--- config.mk ---
export PLATFORM = sky130hd
export DESIGN_NAME = symbol_overlay_flat
export DESIGN_NICKNAME = d
export VERILOG_FILES = /design/src/rtl/symbol_pkg.sv /design/src/rtl/symbol_overlay_if.sv /design/src/rtl/symbol_hit.sv /design/src/rtl/symbol_overlay.sv /design/src/flat_wrapper.sv
export SDC_FILE = /design/constraint.sdc
export NUM_CORES = 2
export LEC_CHECK = 0
export CAP_MARGIN = 20
export CORE_AREA = 2 2 393 395
export CTS_CLUSTER_DIAMETER = 120
export DETAILED_ROUTE_END_ITERATION = 7
export DIE_AREA = 0 0 395 397
export DONT_BUFFER_PORTS = 1
export SYNTH_ARGS = -nofsm -noshare
export SYNTH_HDL_FRONTEND = slang
export SYNTH_SLANG_ARGS = --single-unit
--- constraint.sdc ---
create_clock -name clk -period 8.95 [get_ports clk]
set_clock_uncertainty 0.05 [all_clocks]
set_input_delay 1.79 -clock clk [delete_from_list [all_inputs] [get_ports clk]]
set_output_delay 1.79 -clock clk [all_outputs]
set_load 0.005 [all_outputs]
--- src/rtl/symbol_pkg.sv ---
// symbol_pkg: shared slot record, shape encoding and distance helper for the symbol overlay
package symbol_pkg;
  localparam int CW = 10;
  localparam int COLW = 8;
  localparam int GW = CW + 3;
  typedef enum logic [1:0] {PLUS, CROSS, BOX, RSVD} shape_e;
  typedef struct packed {
    logic [CW-1:0] cx;
    logic [CW-1:0] cy;
    logic [CW-1:0] size;
    logic [CW-1:0] thick;
    shape_e shape;
    logic [COLW-1:0] color;
    logic blink;
    logic enable;
  } slot_t;
  function automatic logic signed [GW-1:0] absd(input logic [CW-1:0] a, input logic [CW-1:0] b);
    logic signed [GW-1:0] d;
    d = signed'({3'b000, a}) - signed'({3'b000, b});
    return d[GW-1] ? -d : d;
  endfunction
endpackage

--- src/rtl/symbol_overlay_if.sv ---
// symbol_overlay_if: slot programming, pixel stream and hit result bundle
interface symbol_overlay_if import symbol_pkg::*; #(parameter int N_SLOTS = 9) ();
  localparam int IW = N_SLOTS > 1 ? $clog2(N_SLOTS) : 1;
  logic wr_en_i;
  logic [IW-1:0] wr_idx_i;
  logic [CW-1:0] wr_cx_i;
  logic [CW-1:0] wr_cy_i;
  logic [CW-1:0] wr_size_i;
  logic [CW-1:0] wr_thick_i;
  logic [1:0] wr_shape_i;
  logic [COLW-1:0] wr_color_i;
  logic wr_blink_i;
  logic wr_enable_i;
  logic clear_i;
  logic frame_tick_i;
  logic pix_valid_i;
  logic [CW-1:0] x_i;
  logic [CW-1:0] y_i;
  logic pix_valid_o;
  logic hit_o;
  logic [IW-1:0] slot_o;
  logic [COLW-1:0] color_o;
  logic blink_phase_o;
  modport master (
    output wr_en_i, wr_idx_i, wr_cx_i, wr_cy_i, wr_size_i, wr_thick_i, wr_shape_i,
           wr_color_i, wr_blink_i, wr_enable_i, clear_i, frame_tick_i, pix_valid_i, x_i, y_i,
    input pix_valid_o, hit_o, slot_o, color_o, blink_phase_o
  );
  modport slave (
    input wr_en_i, wr_idx_i, wr_cx_i, wr_cy_i, wr_size_i, wr_thick_i, wr_shape_i,
          wr_color_i, wr_blink_i, wr_enable_i, clear_i, frame_tick_i, pix_valid_i, x_i, y_i,
    output pix_valid_o, hit_o, slot_o, color_o, blink_phase_o
  );
endinterface

--- src/rtl/symbol_hit.sv ---
// symbol_hit: combinational geometry test of one pixel against one slot's shape
module symbol_hit import symbol_pkg::*; (
  input logic [CW-1:0] x,
  input logic [CW-1:0] y,
  input slot_t slot,
  output logic hit
);
  logic signed [GW-1:0] dx, dy, hs, ht, inner, dd;
  logic in_sq;
  logic unused_fields;
  assign unused_fields = ^{slot.color, slot.blink, slot.enable};
  always_comb begin
    dx = absd(x, slot.cx);
    dy = absd(y, slot.cy);
    hs = signed'({3'b000, slot.size >> 1});
    ht = signed'({3'b000, slot.thick >> 1});
    inner = hs - signed'({3'b000, slot.thick});
    dd = dx >= dy ? dx - dy : dy - dx;
    in_sq = dx <= hs && dy <= hs;
    // a negative inner bound never matches, so a thick box renders filled
    hit = slot.shape == PLUS  ? (dx <= hs && dy <= ht) || (dx <= ht && dy <= hs) :
          slot.shape == CROSS ? in_sq && dd <= ht :
          slot.shape == BOX   ? in_sq && !(dx <= inner && dy <= inner) : 1'b0;
  end
endmodule

--- src/rtl/symbol_overlay.sv ---
// symbol_overlay: N-slot symbol renderer with 2-cycle hit/priority pipeline and blink timer
module symbol_overlay import symbol_pkg::*; #(
  parameter int N_SLOTS = 9,
  parameter int BLINK_FRAMES = 30
) (
  input logic clk,
  input logic rst_n,
  symbol_overlay_if.slave bus
);
  localparam int IW = N_SLOTS > 1 ? $clog2(N_SLOTS) : 1;
  localparam int BW = BLINK_FRAMES > 1 ? $clog2(BLINK_FRAMES) : 1;
  slot_t slots [N_SLOTS];
  logic [N_SLOTS-1:0] raw, vis_q;
  logic [COLW-1:0] col_q [N_SLOTS];
  logic v1, phase, any;
  logic [IW-1:0] win;
  logic [COLW-1:0] col;
  logic [BW-1:0] cnt;
  for (genvar i = 0; i < N_SLOTS; i++) begin : g_hit
    symbol_hit u_hit (.x(bus.x_i), .y(bus.y_i), .slot(slots[i]), .hit(raw[i]));
  end
  always_ff @(posedge clk or negedge rst_n)
    if (!rst_n) begin
      for (int i = 0; i < N_SLOTS; i++) slots[i] <= '0;
    end else begin
      for (int i = 0; i < N_SLOTS; i++) begin
        if (bus.wr_en_i && bus.wr_idx_i == IW'(i))
          slots[i] <= '{cx: bus.wr_cx_i, cy: bus.wr_cy_i, size: bus.wr_size_i,
                        thick: bus.wr_thick_i, shape: shape_e'(bus.wr_shape_i),
                        color: bus.wr_color_i, blink: bus.wr_blink_i, enable: bus.wr_enable_i};
        if (bus.clear_i) slots[i].enable <= 1'b0;
      end
    end
  always_ff @(posedge clk or negedge rst_n)
    if (!rst_n) begin
      cnt <= '0;
      phase <= 1'b0;
    end else if (bus.frame_tick_i) begin
      cnt <= cnt == BW'(BLINK_FRAMES - 1) ? '0 : cnt + 1'b1;
      phase <= cnt == BW'(BLINK_FRAMES - 1) ? ~phase : phase;
    end
  // colours are captured with the hit bits so a later write cannot recolour an in-flight pixel
  always_ff @(posedge clk or negedge rst_n)
    if (!rst_n) begin
      v1 <= 1'b0;
      vis_q <= '0;
      for (int i = 0; i < N_SLOTS; i++) col_q[i] <= '0;
    end else begin
      v1 <= bus.pix_valid_i;
      for (int i = 0; i < N_SLOTS; i++) begin
        vis_q[i] <= bus.pix_valid_i & raw[i] & slots[i].enable & ~(slots[i].blink & phase);
        col_q[i] <= slots[i].color;
      end
    end
  always_comb begin
    any = 1'b0;
    win = '0;
    col = '0;
    for (int i = N_SLOTS - 1; i >= 0; i--)
      if (vis_q[i]) begin
        any = 1'b1;
        win = IW'(i);
        col = col_q[i];
      end
  end
  always_ff @(posedge clk or negedge rst_n)
    if (!rst_n) begin
      bus.pix_valid_o <= 1'b0;
      bus.hit_o <= 1'b0;
      bus.slot_o <= '0;
      bus.color_o <= '0;
    end else begin
      bus.pix_valid_o <= v1;
      bus.hit_o <= v1 & any;
      bus.slot_o <= v1 && any ? win : '0;
      bus.color_o <= v1 && any ? col : '0;
    end
  assign bus.blink_phase_o = phase;
endmodule

--- src/flat_wrapper.sv ---
// flat-port wrapper written by rule: the top's interface ports become plain ports
module symbol_overlay_flat import symbol_pkg::*;
#(
  parameter int N_SLOTS = 9,
  parameter int BLINK_FRAMES = 30
)
  (clk, rst_n, bus_wr_en_i, bus_wr_idx_i, bus_wr_cx_i, bus_wr_cy_i, bus_wr_size_i, bus_wr_thick_i, bus_wr_shape_i, bus_wr_color_i, bus_wr_blink_i, bus_wr_enable_i, bus_clear_i, bus_frame_tick_i, bus_pix_valid_i, bus_x_i, bus_y_i, bus_pix_valid_o, bus_hit_o, bus_slot_o, bus_color_o, bus_blink_phase_o);
  symbol_overlay_if #(.N_SLOTS(N_SLOTS)) bus_i ();
  input logic clk;
  input logic rst_n;
  input wire logic [$bits(bus_i.wr_en_i)-1:0] bus_wr_en_i;
  input wire logic [$bits(bus_i.wr_idx_i)-1:0] bus_wr_idx_i;
  input wire logic [$bits(bus_i.wr_cx_i)-1:0] bus_wr_cx_i;
  input wire logic [$bits(bus_i.wr_cy_i)-1:0] bus_wr_cy_i;
  input wire logic [$bits(bus_i.wr_size_i)-1:0] bus_wr_size_i;
  input wire logic [$bits(bus_i.wr_thick_i)-1:0] bus_wr_thick_i;
  input wire logic [$bits(bus_i.wr_shape_i)-1:0] bus_wr_shape_i;
  input wire logic [$bits(bus_i.wr_color_i)-1:0] bus_wr_color_i;
  input wire logic [$bits(bus_i.wr_blink_i)-1:0] bus_wr_blink_i;
  input wire logic [$bits(bus_i.wr_enable_i)-1:0] bus_wr_enable_i;
  input wire logic [$bits(bus_i.clear_i)-1:0] bus_clear_i;
  input wire logic [$bits(bus_i.frame_tick_i)-1:0] bus_frame_tick_i;
  input wire logic [$bits(bus_i.pix_valid_i)-1:0] bus_pix_valid_i;
  input wire logic [$bits(bus_i.x_i)-1:0] bus_x_i;
  input wire logic [$bits(bus_i.y_i)-1:0] bus_y_i;
  output wire logic [$bits(bus_i.pix_valid_o)-1:0] bus_pix_valid_o;
  output wire logic [$bits(bus_i.hit_o)-1:0] bus_hit_o;
  output wire logic [$bits(bus_i.slot_o)-1:0] bus_slot_o;
  output wire logic [$bits(bus_i.color_o)-1:0] bus_color_o;
  output wire logic [$bits(bus_i.blink_phase_o)-1:0] bus_blink_phase_o;
  assign bus_i.wr_en_i = bus_wr_en_i;
  assign bus_i.wr_idx_i = bus_wr_idx_i;
  assign bus_i.wr_cx_i = bus_wr_cx_i;
  assign bus_i.wr_cy_i = bus_wr_cy_i;
  assign bus_i.wr_size_i = bus_wr_size_i;
  assign bus_i.wr_thick_i = bus_wr_thick_i;
  assign bus_i.wr_shape_i = bus_wr_shape_i;
  assign bus_i.wr_color_i = bus_wr_color_i;
  assign bus_i.wr_blink_i = bus_wr_blink_i;
  assign bus_i.wr_enable_i = bus_wr_enable_i;
  assign bus_i.clear_i = bus_clear_i;
  assign bus_i.frame_tick_i = bus_frame_tick_i;
  assign bus_i.pix_valid_i = bus_pix_valid_i;
  assign bus_i.x_i = bus_x_i;
  assign bus_i.y_i = bus_y_i;
  assign bus_pix_valid_o = bus_i.pix_valid_o;
  assign bus_hit_o = bus_i.hit_o;
  assign bus_slot_o = bus_i.slot_o;
  assign bus_color_o = bus_i.color_o;
  assign bus_blink_phase_o = bus_i.blink_phase_o;
  symbol_overlay #(.N_SLOTS(N_SLOTS), .BLINK_FRAMES(BLINK_FRAMES)) u_core (.clk(clk), .rst_n(rst_n), .bus(bus_i));
endmodule
==> summary.md <==
| Metric | Value |
|---|---|
| DRC violation count after routing | 0 |
| Final critical-path share of the clock period | between 90 and 100% |
| Pin count of the biggest net entering global routing | 562 |
| Number of top-level pins | 97 |
| Worst Hold Launch | u_core.slots[7] |
| CP Launch Type | input port |
| Max FO, Critical Path | 8 |
| DR vias/cell | 5.58 |
| Half-perimeter wire length after placement | approximately 140,000 µm |
| Layout cells sized above 1 | between 10 and 15% |
| Mean instance size in the synthesized netlist | 8.87 µm² |
| Buffers added on ports | 0 |
| Worst-path cell with the longest stage delay | sky130_fd_sc_hd__nor2_1 |
| CP bufs+invs | 4 |
| Final net count | approximately 8.3k |
| Worst min path class | flip-flop to flip-flop |
| Reported max-cap violation count | 0 |
| Yosys warning total | 0 |
| Total of flip-flops plus latches after synthesis | ~560 |
| Residual overflow from global routing | 0 |
| Violations in the final reports | slew limit |
| Area contributors post-synth | sky130_fd_sc_hd__dfrtp_1, sky130_fd_sc_hd__ha_1, sky130_fd_sc_hd__mux2_2, sky130_fd_sc_hd__inv_1, sky130_fd_sc_hd__xnor2_1 |
| Crit path top cell by count | sky130_fd_sc_hd__a21oi_1 |
| CTS tree | built |
| Clock sink count | around 560 |
| Setup repair after global routing missed its margin | no |
| Final setup violation count | 0 |
| Via count of the first global-routing pass | 50.4k |
| Number of unique standard cell types used by synthesis | around 120 |
| Number of iterations in the first detailed-routing pass | 6 |
| Htree depth | 3 |
| Antenna violations before repair | 40 |
| Kind of cell adding the most delay to the critical path | compound AO/OA/AOI/OAI gates |
| Critical Path Source | bus_x_i[0] |
| Clk Tree Root Cell | sky130_fd_sc_hd__clkbuf_16 |
| Post-synth ARST share | 100% |
| Sequential cell area | roughly 14,000 µm² |
| Max stage delay on crit path | about 430 ps |
| CTS Buf Count | around 70 |
| CP Capture Type | flip-flop |
| DP Area | roughly 65,000 µm² |
| Total Die Area | about 160,000 µm² |
| Iteration-0 DRC count of the detailed router | about 3.8k |
| Area share of the largest cell type after synthesis | between 20% and 30% |
| Final estimated routing congestion in global placement | ~0.94 |
| Multi-input combinational cell area | ~43,000 µm² |
| Area Overhead vs Synth | 10.7% |
| Slew Limit Headroom | -69.9% |
| Post-synth top cells | sky130_fd_sc_hd__ha_1, sky130_fd_sc_hd__inv_1, sky130_fd_sc_hd__dfrtp_1 |
| First-pass GRT wire length | 296,000 µm |
| Worst hold slack | approximately 280 ps |
| Post-detailed-route wirelength per cell | around 21 µm |
| Transition time at the pin with the least slew margin | around 2500 ps |
| Effective utilization at floorplan | 39.7% |
| Area of the core | 153,000 µm² |
| Total routed wirelength | just under 200,000 µm |
| Filler cell count | ~15k |
| CTS clock-pin slew for the worst setup and hold paths | 60 ps |
| Reg-to-reg critical path startpoint | u_core.slots[448] |
| Sequential share of the synthesized area | 23.1% |
| Min Tclk post-route | 8340 ps |
| Total standard cell area after synthesis | 60,700 µm² |
| Total count of max-transition violations in the final report | 340 |
| Final standard cell area without fillers | between 60,000 and 70,000 µm² |
| Total global routing track utilization | about a quarter |
| Run status | finished, violations left |
| Insertion delay of the later-clocked pin in the worst-skew pair | around 720 ps |
| FF-to-FF setup slack | around 1500 ps |
| DIE WIDTH | 395 µm |
| Top achievable clock speed | 0.120 GHz |
| Req. time, crit path | roughly 9500 ps |
| Final antenna-violating net count | 0 |
| Number of flops mapped to enable cells by yosys | 0 |
| Number of endpoints with negative hold slack in the final report | 0 |
| Critical path class | input port to flip-flop |
| Syn Inst Count | 6,850 |
| Leading area contributor after synthesis | sky130_fd_sc_hd__dfrtp_1 |
| Total number of vias | between 50k and 60k |
| Core Rows | 144 |
| Data arrival, critical path | 8880 ps |
| Die span in y | around 400 µm |
| Most common cell in the synthesized netlist | sky130_fd_sc_hd__ha_1 |
| Leading register cell type out of synthesis | sky130_fd_sc_hd__dfrtp_1 |
| Number of buffers on the longest clock path | 3 |
-- sequential cells by signal, summed over array words and instances, names as in the netlist --
register and count:
u_core.v1 1, u_core.bus.hit_o 1, u_core.bus.blink_phase_o 1, u_core.bus.slot_o 4
u_core.vis_q 9, u_core.bus.pix_valid_o 1, u_core.bus.color_o 8, u_core.slots 459
u_core.col_q 72, u_core.cnt 5
-- area by class of cell --
type,count,share of cell area [%]
multi-input cells,5432,64.4
clock buffers,87,2.85
repair buffers,249,2.84
well taps,2044,3.80
flip-flops and latches,561,20.9
clock inverters,39,0.921
inverters,744,4.16
diodes,25,0.0931
-- cells in the final DEF (no fill, tap or decap), types with 31 or more instances in the layout --
cell	netlist	final
sky130_fd_sc_hd__a211oi_1	41	41
sky130_fd_sc_hd__dfrtp_1	561	561
sky130_fd_sc_hd__a31oi_1	41	41
sky130_fd_sc_hd__o211ai_1	35	35
sky130_fd_sc_hd__buf_4	37	245
sky130_fd_sc_hd__fa_1	45	45
sky130_fd_sc_hd__nor4_1	31	31
sky130_fd_sc_hd__and2_1	35	35
sky130_fd_sc_hd__xnor2_1	291	291
sky130_fd_sc_hd__nor3_1	89	89
sky130_fd_sc_hd__o21ai_0	463	463
sky130_fd_sc_hd__xor2_1	119	119
sky130_fd_sc_hd__clkbuf_16	0	71
sky130_fd_sc_hd__nor2b_1	181	181
sky130_fd_sc_hd__a21o_1	230	230
sky130_fd_sc_hd__inv_1	736	736
sky130_fd_sc_hd__ha_1	1100	1100
sky130_fd_sc_hd__nand2b_1	148	148
sky130_fd_sc_hd__a21oi_1	396	396
sky130_fd_sc_hd__o21a_1	195	195
sky130_fd_sc_hd__nand3_1	123	123
sky130_fd_sc_hd__conb_1	2	54
sky130_fd_sc_hd__mux2_2	318	318
sky130_fd_sc_hd__nand2_1	411	410
sky130_fd_sc_hd__nand4_1	107	107
sky130_fd_sc_hd__o21bai_1	50	50
sky130_fd_sc_hd__mux2i_1	97	97
sky130_fd_sc_hd__or3_1	37	36
sky130_fd_sc_hd__nor2_1	286	285
-- repair_timing --
item	in CTS	in global routing
setup buffers	0	4
setup endpoints to repair	0	3
resized for setup	0	2
hold buffers	0	0
-- cell families (layout without fill, tap and decap cells) --
family	after synthesis	in the layout	share of synthesized area (%)
compound gates	1787	1787	19.3
simple gates	1596	1596	13.6
fa+ha+maj	1159	1159	24.4
buf+inv	909	1119	5.95
flops	561	561	23.1
xor+xnor	419	419	6.16
mux	417	417	7.55
other cells	2	79	0.0124
-- metrics by stage --
step / setup TNS (ps) / worst slack [ps] / util, % / cells
after floorplan: 0 / 259 / - / 6902
after global placement: -338 / -335 / 42.2 / 9026
final: 0 / 609 / 43.9 / 9181
after CTS: 0 / 328 / 43.9 / 9152
after detailed placement: -393 / -342 / 42.2 / 9026
after global routing: 0 / 1.55 / 43.9 / 9159
-- path summary, 6_finish.rpt --
path | to | cells past startpoint
hold / removal | u_core.col_q[5] | 0
setup reg to reg | u_core.vis_q[0] | 36
hold reg to reg | u_core.col_q[5] | 0
max in group asynchronous | u_core.slots[63] | 0
setup / recovery | u_core.vis_q[5] | 37
min in group asynchronous | u_core.bus.hit_o | 0
-- worst register-to-register path, delay by kind of cell (launching register included) --
kind                       cells  cell delay, ps
AOI/OAI and AO/OA             20            3520
and+or+nand+nor                7            1380
adders and majority gates      4            1160
muxes                          1             370
DFF                            1             350
xor gates and xnor gates       2             290
buffers and inverters          2             230
-- routing by layer --
layer	global-route usage (%)	wire length (µm)	vias to the layer above
met3	4.23	14600	249
li1	-	-	24900
met4	8.06	5610	0
met5	0	0	-
met2	38.9	85900	1376
met1	33.5	88000	24800
Power is left out: the tool's default activity adds up to more than one toggle a clock period on the data nets, which glitch-free logic cannot reach.
